File: src/rtl/step_gen_pkg.sv
// Shared types and constants for the step generator.
// The abort feature is enabled by defining STEP_GEN_ABORT_EN.
package step_gen_pkg;

  typedef enum logic [1:0] {
    ST_IDLE   = 2'd0,
    ST_PULSE  = 2'd1,
    ST_RETURN = 2'd2,
    ST_FINISH = 2'd3
  } state_t;

  localparam logic [1:0] PH_IDLE = 2'b00;
  localparam logic [1:0] PH_UP   = 2'b01;
  localparam logic [1:0] PH_DN   = 2'b10;

  localparam logic [2:0] MAX_POS_DEFAULT = 3'd5;

  // Saturate a requested position to the highest reachable position.
  function automatic logic [2:0] clamp_target(input logic [2:0] t, input logic [2:0] lim);
    return (t > lim) ? lim : t;
  endfunction

endpackage

File: src/rtl/step_generator_dwell_timer.sv
// Phase hold timer: load sets DWELL-1, then counts down to zero and stays there.
// expire is high on the last cycle of a phase (and whenever the timer is idle).
module dwell_timer #(
  parameter int unsigned DWELL = 4
) (
  input  logic orgclk,
  input  logic rst_n,
  input  logic load,
  output logic expire
);

  localparam logic [7:0] LOAD_VAL = 8'(DWELL - 1);

  logic [7:0] cnt_q, cnt_d;

  // Next count: reload on phase entry, otherwise count down to zero.
  always_comb begin
    cnt_d = cnt_q;
    if (load) begin
      cnt_d = LOAD_VAL;
    end else if (cnt_q != 8'd0) begin
      cnt_d = cnt_q - 8'd1;
    end
  end

  // Counter register with synchronous active-low reset.
  always_ff @(posedge orgclk) begin
    if (!rst_n) cnt_q <= 8'd0;
    else        cnt_q <= cnt_d;
  end

  assign expire = (cnt_q == 8'd0);

endmodule

File: src/rtl/step_generator.sv
// Step generator: walks pos toward a commanded target one step at a time,
// each step a PULSE phase followed by a RETURN (00) phase, DWELL cycles each.
// Optional abort input when STEP_GEN_ABORT_EN is defined.
module step_generator
  import step_gen_pkg::*;
#(
  parameter int unsigned DWELL   = 4,
  parameter logic [2:0]  MAX_POS = MAX_POS_DEFAULT
) (
`ifdef STEP_GEN_ABORT_EN
  input  logic       abort,
`endif
  input  logic       orgclk,
  input  logic       rst_n,
  input  logic       cmd_valid,
  input  logic [2:0] cmd_target,
  output logic       cmd_ready,
  output logic       in3,
  output logic       in2,
  output logic [2:0] pos,
  output logic       available,
  output logic       done
);

  state_t     state_q, state_d;
  logic [2:0] pos_q, pos_d;
  logic [2:0] target_q, target_d;
  logic       dir_up_q, dir_up_d;
  logic       load;
  logic       expire;
  logic       stop_req;
  logic [2:0] tgt_clamped;
  logic [1:0] phase;

  dwell_timer #(.DWELL(DWELL)) u_timer (
    .orgclk (orgclk),
    .rst_n  (rst_n),
    .load   (load),
    .expire (expire)
  );

  assign tgt_clamped = clamp_target(cmd_target, MAX_POS);

`ifdef STEP_GEN_ABORT_EN
  logic abort_pend_q, abort_pend_d;

  // Remember an abort seen during a move so the move ends after its RETURN.
  always_comb begin
    abort_pend_d = abort_pend_q;
    if ((state_q == ST_PULSE || state_q == ST_RETURN) && abort) abort_pend_d = 1'b1;
    if (state_q == ST_IDLE || state_q == ST_FINISH)             abort_pend_d = 1'b0;
  end

  // Abort-pending flag register.
  always_ff @(posedge orgclk) begin
    if (!rst_n) abort_pend_q <= 1'b0;
    else        abort_pend_q <= abort_pend_d;
  end

  assign stop_req = abort | abort_pend_q;
`else
  assign stop_req = 1'b0;
`endif

  // Next-state logic: acceptance, step timing, position update.
  always_comb begin
    state_d  = state_q;
    pos_d    = pos_q;
    target_d = target_q;
    dir_up_d = dir_up_q;
    load     = 1'b0;
    case (state_q)
      ST_IDLE: begin
        if (cmd_valid) begin
          target_d = tgt_clamped;
          if (tgt_clamped != pos_q) begin
            state_d  = ST_PULSE;
            dir_up_d = (tgt_clamped > pos_q);
            load     = 1'b1;
          end else begin
            state_d = ST_FINISH;
          end
        end
      end
      ST_PULSE: begin
        // An abort cuts the pulse short but the step still counts.
        if (expire || stop_req) begin
          state_d = ST_RETURN;
          pos_d   = dir_up_q ? pos_q + 3'd1 : pos_q - 3'd1;
          load    = 1'b1;
        end
      end
      ST_RETURN: begin
        if (expire) begin
          if (pos_q != target_q && !stop_req) begin
            state_d  = ST_PULSE;
            dir_up_d = (target_q > pos_q);
            load     = 1'b1;
          end else begin
            state_d = ST_FINISH;
          end
        end
      end
      default: begin
        state_d = ST_IDLE;
      end
    endcase
  end

  // State and datapath registers.
  always_ff @(posedge orgclk) begin
    if (!rst_n) begin
      state_q  <= ST_IDLE;
      pos_q    <= 3'd0;
      target_q <= 3'd0;
      dir_up_q <= 1'b0;
    end else begin
      state_q  <= state_d;
      pos_q    <= pos_d;
      target_q <= target_d;
      dir_up_q <= dir_up_d;
    end
  end

  // Outputs decoded from registered state, so they are clean after reset.
  always_comb begin
    phase = PH_IDLE;
    if (state_q == ST_PULSE) phase = dir_up_q ? PH_UP : PH_DN;
  end

  assign {in3, in2}  = phase;
  assign cmd_ready   = (state_q == ST_IDLE);
  assign done        = (state_q == ST_FINISH);
  assign pos         = pos_q;
  assign available   = (pos_q != MAX_POS);

endmodule

File: config.mk
export PLATFORM = sky130hd
export DESIGN_NAME = step_generator
export DESIGN_NICKNAME = d
export VERILOG_FILES = /design/src/rtl/step_gen_pkg.sv /design/src/rtl/step_generator_dwell_timer.sv /design/src/rtl/step_generator.sv
export SDC_FILE = /design/constraint.sdc
export NUM_CORES = 1
export LEC_CHECK = 0
export CELL_PAD_IN_SITES_DETAIL_PLACEMENT = 0
export CELL_PAD_IN_SITES_GLOBAL_PLACEMENT = 1
export CORE_ASPECT_RATIO = 1.5
export CORE_MARGIN = 2
export CORE_UTILIZATION = 36
export CTS_CLUSTER_DIAMETER = 150
export DETAILED_ROUTE_END_ITERATION = 6
export PLACE_DENSITY_LB_ADDON = 0.3
export SYNTH_ARGS = -nofsm -noshare
export SYNTH_HDL_FRONTEND = slang
export SYNTH_HIERARCHICAL = 1
export SYNTH_SLANG_ARGS = --single-unit
File: constraint.sdc
create_clock -name orgclk -period 2.5 [get_ports orgclk]
set_input_delay 0.625 -clock orgclk [delete_from_list [all_inputs] [get_ports orgclk]]
set_output_delay 0.625 -clock orgclk [all_outputs]
set_load 0.005 [all_outputs]
; Word level (Yosys, flattened, before mapping)
; Cells that the tools add are included.
; Widths: inputs -> output; s select.
[word_totals]
reg_bits = 17
word_cells = 57
input_bits = 6
out_inout_bits = 8
[op_classes]
bitwise_logic = 1
n_mux = 23
n_reduce_logical = 10
eq_ne = 11
add_sub_neg = 3
magnitude_cmp = 3
[op_table]
columns = cell, count
row1 = $mux 2, 9
row2 = $mux 1, 9
row3 = $logic_not 8->1, 1
row4 = $ne 2x2->1 const B, 4
row5 = $reduce_bool 8->1, 1
row6 = $sub 8x1->8 const B, 1
row7 = $gt 3x3->1, 2
row8 = $mux 3, 2
row9 = $ne 3x3->1, 2
row10 = $pmux 2 s3, 1
row11 = $reduce_and 5->1, 1
row12 = $eq 2x2->1 const B, 2
row13 = $reduce_and 2->1, 2
row14 = $reduce_bool 2->1, 2
row15 = $add 3x1->3 const B, 1
row16 = $gt 3x3->1 const B, 1
row17 = $ne 3x3->1 const B, 1
row18 = $pmux 1 s3, 1
row19 = $reduce_and 3->1, 1
row20 = $sub 3x1->3 const B, 1
row21 = $eq 2x1->1 const B, 1
row22 = $logic_not 2->1, 1
row23 = $ne 2x1->1 const B, 1
row24 = $pmux 1 s2, 1
row25 = 2 further kinds, 2

; Depth between registers and ports, before layout
; Gate-level depths: netlist (run 1).
[depth]
depth_word = 7
depth_mapped = 10
mapped_depth_nobuf = 10

; By module
; The synthesis (run 1) kept the hierarchy.
[by_module_without_submodules]
columns = module, area_each_um2, instances, seq_area_each_um2, cells_each
row1 = step_generator, 638.1, 1, 180.2, 70
row2 = dwell_timer, 400.4, 1, 160.2, 46

; Least setup slack after synthesis (run 1)
; OpenSTA, ideal clock, no wires.
[synth_path]
path_type = register to register
from = register u_timer.cnt_q[0]
to = register u_timer.cnt_q[2]
setup_time_ns = 0.121
synth_period_minus_slack_ns = 2.347
slack_ns = 0.153
required_ns = 2.379
n_path_buf = 0
arrival_time_ns = 2.225
path_stages_with_launch = 11
cell_sequence = dfxtp_1 > inv_1 > ha_1 > or3b_2 > or2_1 > inv_1 > a32o_1 > nand2b_1 > nand2b_1 > o21bai_1 > nor2_1
[synth_via]
elab_chain_cells = 4
word_cells_on_any_way = 7
classes_between = 1 x add/sub / 3 x mux / 3 x reduce/logical
[synth_rtl]
columns = element, line
row1 = start: declaration, step_generator_dwell_timer.sv:14  ; logic [7:0] cnt_q, cnt_d;
row2 = start signal: assignment, step_generator_dwell_timer.sv:29  ; else cnt_q <= cnt_d;
row3 = $logic_not 8->1 *, step_generator_dwell_timer.sv:32  ; assign expire = (cnt_q == 8'd0);
row4 = via expire, step_generator.sv:30  ; logic expire;
row5 = $mux 1 (on tied branches), "step_generator.sv:94, step_generator.sv:87"
row6 = $pmux 1 s3 *, step_generator.sv:72  ; case (state_q)
row7 = via load, step_generator.sv:29  ; logic load;
row8 = $reduce_or 2->1 (no line) *, n/a
; Mark *: on every way through the listed nets, which the timed path passes. The rest lies on a longest branch.
; A chain may end at the register's enable or synchronous reset.

; Final worst setup path (run 1)
[layout_path]
from = input cmd_target[2]
to = register u_timer.cnt_q[3]
[layout_via]
elab_chain_cells = 7
[layout_rtl]
columns = element, line
row1 = start: declaration, step_generator.sv:16  ; input logic [2:0] cmd_target,
row2 = $gt 3x3->1, step_gen_pkg.sv:20  ; return (t > lim) ? lim : t;
row3 = $mux 3 *, step_gen_pkg.sv:20
row4 = $ne 3x3->1 *, step_generator.sv:76  ; if (tgt_clamped != pos_q) begin
row5 = $mux 1 *, step_generator.sv:76
row6 = $mux 1 *, step_generator.sv:74  ; if (cmd_valid) begin
row7 = $pmux 1 s3 *, step_generator.sv:72
row8 = via load, step_generator.sv:29
row9 = $reduce_or 2->1 (no line) *, n/a
; Marked as above.

==> results of run 1 <==
[layout by cell type, fill, tap and decap left out, drive strengths merged, types with 2 or more instances in the layout]
cell type	instances
or3	3
o21ai	7
nand2b	3
ha	7
clkdlybuf4s50	13
nor4	2
inv	11
a31oi	2
xnor2	4
nand2	3
a21oi	7
dfxtp	17
nand3	6
buf	10
mux2i	3
or4	3
clkbuf	4
nor3b	4
nor2b	5
and2	2
nor2	6
[synth_stat cells]
cell	instances
o21ai_0	7
or3_1	2
nor3_1	1
a21oi_1	7
a311oi_1	1
xor2_1	1
nor2b_1	5
xnor2_1	4
a21boi_1	1
nand4bb_1	1
or3b_2	1
mux2i_1	3
clkbuf_1	1
o311ai_0	1
nand2b_1	3
nand3_1	6
nand2_1	3
and2_1	2
fa_1	1
nor3b_1	3
o21bai_1	1
ha_1	7
nor2_1	6
a32o_1	1
o211a_1	1
o21a_1	1
nand4_1	1
and2b_1	1
nor3b_4	1
or4_4	1
buf_6	2
or3_2	1
nor4_1	2
a31oi_1	2
a211oi_1	1
nand3b_4	1
dfxtp_1	17
o31ai_1	1
inv_1	11
or2_1	1
or4_1	2
[sequential cells by signal, summed over array words and instances, names as in the netlist]
| register | count |
|---|---|
| dir_up_q | 1 |
| state_q | 2 |
| u_timer/cnt_q | 8 |
| target_q | 3 |
| pos | 3 |
[timing repair]
action	CTS	global route
endpoints found under the hold margin	0	0
buffers inserted	0	0
resized for setup	0	1
setup endpoints to repair	0	5
[per-stage QoR]
step,hold WS [ps],instance area (um2),setup slack [ps],instances
6_report,497,1310,164,177
3_3_place_gp,476,1260,-51.9,173
3_5_place_dp,491,1260,-97.7,173
2_1_floorplan,464,1040,153,116
4_1_cts,500,1310,140,177
5_1_grt,526,1310,9.22,177
[cell type report]
cell class,instances,area [um2],area share [%]
repair buffers,23,205,15.7
well taps,37,46.3,3.54
multi-input cells,85,631,48.2
inverters,11,41.3,3.15
clock buffers,4,45.0,3.44
flip-flops and latches,17,340,26.0
[cell families after synthesis]
logic type | share of synthesized area, %
fa+ha+maj | 10.4
simple gates | 28.1
buf+inv | 6.51
compound gates | 15.2
mux | 2.89
flops | 32.8
xor+xnor | 4.22
[metal layers]
| metal | up-vias | global-route usage, % |
|---|---|---|
| met5 | - | 0 |
| met4 | 0 | 7.81 |
| met3 | 7 | 3.13 |
| met2 | 15 | 28.6 |
| met1 | 418 | 16.8 |
| li1 | 462 | - |
[where the power goes]
group / internal [W] / switching [W]
combinational: 0.000515 / 0.000452
sequential: 0.000366 / 0.000136
clock: 0.000113 / 0.0000946
[path summary, 6_finish.rpt]
path,endpoint,slack (ps)
worst max-delay path,u_timer/cnt_q[3],160
worst min register to register,u_timer/cnt_q[5],500
worst min-delay path,u_timer/cnt_q[5],500
worst max register to register,u_timer/cnt_q[0],220
[worst min-delay path: cells and delay by family (launching register included)]
family         cells  cell delay, ps
AO/OA/AOI/OAI      2             130
flip-flops         1             330
==> results.cfg, run 1 <==
[clock_tree]
cts-root-buf = clkbuf_8
cts_tree = done
numCtsBuffers = 3
holdBufCountCts = 0
htreeDepth = 1
clk-insertion-delay-late_ps = 250
clockBufferDepth = 2
cts_num_sinks = 17
path_clk_slew_ps = 60

[final_layout]
layout-drive-gt1-share_pct = 13.6
n_fill_cell = 285
diodes = 0
nets = 155
syn2layout_area_growth_pct = 26.0
utilization_pct = 48.4

[power_and_ir_drop]
power_density_mw_per_mm2 = 1280
leakage_nw = 0.547
ir_worst_vdd_v = 0.000680
p_total_w = 0.00168

[worst_hold_path]
hold_path_depth = 2
hp-class = flop to flop
hold_start = u_timer/cnt_q[5]

[grt]
grt_overflow = 0
groute.usage.overall_pct = 16.2
grt_pass1_vias = 898
grt_pass1_wl_mm = 3.97
grt_max_degree = 12
antenna_found_initial = 0

[logic_synthesis]
yosys.area.top_type = dfxtp_1
synth_area_mm2 = 0.00104
synth_top_area_share_pct = 32.8
synthTopCellsByArea = dfxtp_1 33%, ha_1 8.4%, inv_1 4.0%
synth_fp_nets = 130
syn_inst = 116
ys_seq_area_share_pct = 32.8
yosysWarnings = 6
syn_avg_cell_area_um2 = 8.95
ys_types = 41
synth-seq-cells = 17

[sta]
worst_pin_slew_ps = 421
finalMaxSlewViolations = 0
fmax_mhz = 428
finalSetupViolCount = 0
relSlewSlack_pct = 71.9
min_period_ps = 2340
final.setup.tns_ps = 0
fin_skew_ps = 4.50
rsz0062_at_grt = no
final_hold_viol_count = 0
fin_crit_sh_pct = 93.4

[drt]
routed.top_layer = met4
firstDrtPassIters = 4
post_drt_wl_per_cell_um = 13.1
drtIter0Drc = 11
vias_per_cell = 5.10
wl_met2_mm = 1.28
drtAntennaViolNets = 0
drt-met1-wl_um = 903
drt_wl_total_mm = 2.31
wl_met3_um = 53
vias = 902
drc = 0

[worst_setup_path]
worstPathMaxFanout = 4
cpMostUsedCell = nand2b_1
worstSetupStartpoint = cmd_target[2]
path_cells = clkdlybuf4s50_1 > a21oi_1 > ha_1 > nand3_1 > a32o_1 > nand2b_1 > nand2b_1 > o21bai_1 > nor2_1
cp_data_arrival_time_ps = 2530
slowest_stage = clkdlybuf4s50_1
path_class = input port to flop
cp.required_ps = 2690
start_kind = input port
cp_num_buf_inv = 1
crit_path_max_incr_delay_ps = 520
r2r_start = u_timer/cnt_q[1]
cp-end-kind = flop
ff2ff_path_depth = 10
cp.depth = 9
cp_top_family = compound AO/OA/AOI/OAI gates

[floorplanning]
dieArea_mm2 = 0.00334
die_y_um = 69.8
start_util_pct = 38.4
rows = 23
pin_count = 14
core_area_mm2 = 0.00271
die_x_um = 47.9

[flow_run]
cap_violations = 0

[outcome]
status = complete, no violations

[place]
dp_hpwl_mm = 1.85
gp_congestion = 0.836
place.port_buffers = 13
Power figures use the tool's default switching activity.
==> run 2, diff against run 1 <==
--- a/config.mk
+++ b/config.mk
@@ -9,7 +9,7 @@
 export CELL_PAD_IN_SITES_GLOBAL_PLACEMENT = 1
 export CORE_ASPECT_RATIO = 1.5
 export CORE_MARGIN = 2
-export CORE_UTILIZATION = 36
+export CORE_UTILIZATION = 40
 export CTS_CLUSTER_DIAMETER = 150
 export DETAILED_ROUTE_END_ITERATION = 6
 export PLACE_DENSITY_LB_ADDON = 0.3
==> constraint.sdc (replaced) <==
create_clock -name orgclk -period 2.6 [get_ports orgclk]
set_input_delay 0.65 -clock orgclk [delete_from_list [all_inputs] [get_ports orgclk]]
set_output_delay 0.65 -clock orgclk [all_outputs]
set_load 0.005 [all_outputs]
==> results.cfg, run 2 (synthesis results as in run 1) <==
[outcome]
status = complete, no violations

[drt]
drtIter0Drc = 20
vias = 898
vias_per_cell = 5.54
drt_wl_total_mm = 2.24
firstDrtPassIters = 4
drtAntennaViolNets = 0
post_drt_wl_per_cell_um = 13.8
drc = 0

[sta]
fin_crit_sh_pct = 91.4
relSlewSlack_pct = 69.4
finalMaxSlewViolations = 0
fmax_mhz = 421
rsz0062_at_grt = no
finalSetupViolCount = 0
worst_pin_slew_ps = 458
final_hold_viol_count = 0
min_period_ps = 2380
fin_skew_ps = 2.03

[worst_setup_path]
cp_top_family = simple AND/OR/NAND/NOR gates
r2r_start = u_timer/cnt_q[0]
crit_path_max_incr_delay_ps = 520
rr_endpoint = u_timer/cnt_q[2]
cp_num_buf_inv = 1
cp-end-kind = flop
ff2ff_path_depth = 10
cpMostUsedCell = nand2b_1
cp_data_arrival_time_ps = 2600
worstSetupStartpoint = cmd_target[2]
cp.required_ps = 2830
path_cells = clkdlybuf4s50_1 > a21oi_1 > ha_1 > nand3_1 > a32o_1 > nand2b_1 > nand2b_1 > o21bai_1 > nor2_1
path_class = input port to flop
r2r_slack_ps = 230
worstPathMaxFanout = 4
start_kind = input port
slowest_stage = clkdlybuf4s50_1

[final_layout]
utilization_pct = 51.4
layout-drive-gt1-share_pct = 11.6
n_fill_cell = 243
multi_input_area_um2 = 631
diodes = 0
stdcell_area_mm2 = 0.00126
syn2layout_area_growth_pct = 21.2
largest-register = u_timer/cnt_q
area.sequential_um2 = 340
nets = 153
final_common_cell = dfxtp_1
fin_cells = 162
largest_register_ffs = 8
final_cell_mix = 17 x dfxtp_1, 13 x clkdlybuf4s50_1, 11 x inv_1, 8 x buf_4

[clock_tree]
holdBufCountCts = 0
cts_num_sinks = 17
cts_resized = 0
clockBufferDepth = 2
path_clk_slew_ps = 100
clk-insertion-delay-late_ps = 290
cts-root-buf = clkbuf_4
post_cts_buffers = 0
htreeDepth = 1
cts_tree = done
numCtsBuffers = 3

[floorplanning]
pin_count = 14
die_y_um = 66.4
dieArea_mm2 = 0.00303
core_area_mm2 = 0.00245
start_util_pct = 42.4
die_x_um = 45.6
rows = 22

[worst_hold_path]
whs_endpoint = u_timer/cnt_q[5]
hp-class = flop to flop
hold_path_depth = 2
hold_start = u_timer/cnt_q[5]

[flow_run]
cap_violations = 0

[place]
place.port_buffers = 13
placed_area_mm2 = 0.00123
dp_hpwl_mm = 1.77
gp_congestion = 0.850
dpl.cell_count = 158

[grt]
grt_max_degree = 12
grt_overflow = 0
antenna_found_initial = 0
grt_pass1_wl_mm = 3.77
grt_pass1_vias = 920
groute.usage.overall_pct = 17.2

[power_and_ir_drop]
leakage_nw = 0.531
p_total_w = 0.00153
power_density_mw_per_mm2 = 1210
ir_worst_vdd_v = 0.000471
run 2: cell count changes in the layout (fill, tap and decap cells not counted):
| cell | before | now |
|---|---|---|
| buf_4 | 10 | 8 |
| clkbuf_4 | 0 | 3 |
| clkbuf_8 | 3 | 0 |
| inv_2 | 1 | 0 |
| inv_1 | 10 | 11 |
run 2: final cells by class:
cell class / count / share of cell area (%)
multi-input combinational: 85 / 50.1
sequential: 17 / 27.0
timing repair buffer: 21 / 15.1
inverter: 11 / 3.28
tap: 24 / 2.39
clock buffer: 4 / 2.09
run 2: worst reg2reg max path: stages (launching register included):
cell	delay [ps]
dfxtp_1	370
inv_1	90
ha_1	160
or3b_2	460
or2_1	260
inv_1	150
a32o_1	210
nand2b_1	170
nand2b_1	150
o21bai_1	170
nor2_1	80
run 2: how the worst max path moves through the flow:
stage	cells after the start	endpoint	slack, ps
final	9	u_timer/cnt_q[2]	220
after global routing	10	u_timer/cnt_q[2]	90
after CTS	10	u_timer/cnt_q[4]	240
after detailed placement	9	u_timer/cnt_q[4]	-60
after global placement	9	u_timer/cnt_q[3]	20
after floorplan	10	u_timer/cnt_q[2]	250
run 2: layer usage:
metal | part of all wire (%) | wire (um) | vias up | GRT usage [%]
met4 | 2.3 | 51 | 0 | 9.56
met5 | 0 | 0 | - | 0
met3 | 1.8 | 41 | 7 | 2.46
met2 | 57 | 1270 | 13 | 32.2
met1 | 39 | 869 | 418 | 16.7
li1 | - | - | 460 | -
run 2: per-stage QoR:
step / setup WS (ps) / hold WS [ps] / setup TNS (ps)
floorplan: 253 / 464 / 0
global route: 86.8 / 520 / 0
global placement: 24.4 / 478 / 0
detailed placement: -62.0 / 490 / -237
finish: 224 / 498 / 0
CTS: 236 / 504 / 0
run 2: where the power goes:
part / internal (W) / switching [W]
clock: 0.0000596 / 0.0000811
combinational: 0.000477 / 0.000415
sequential: 0.000352 / 0.000141
total: 0.000888 / 0.000637
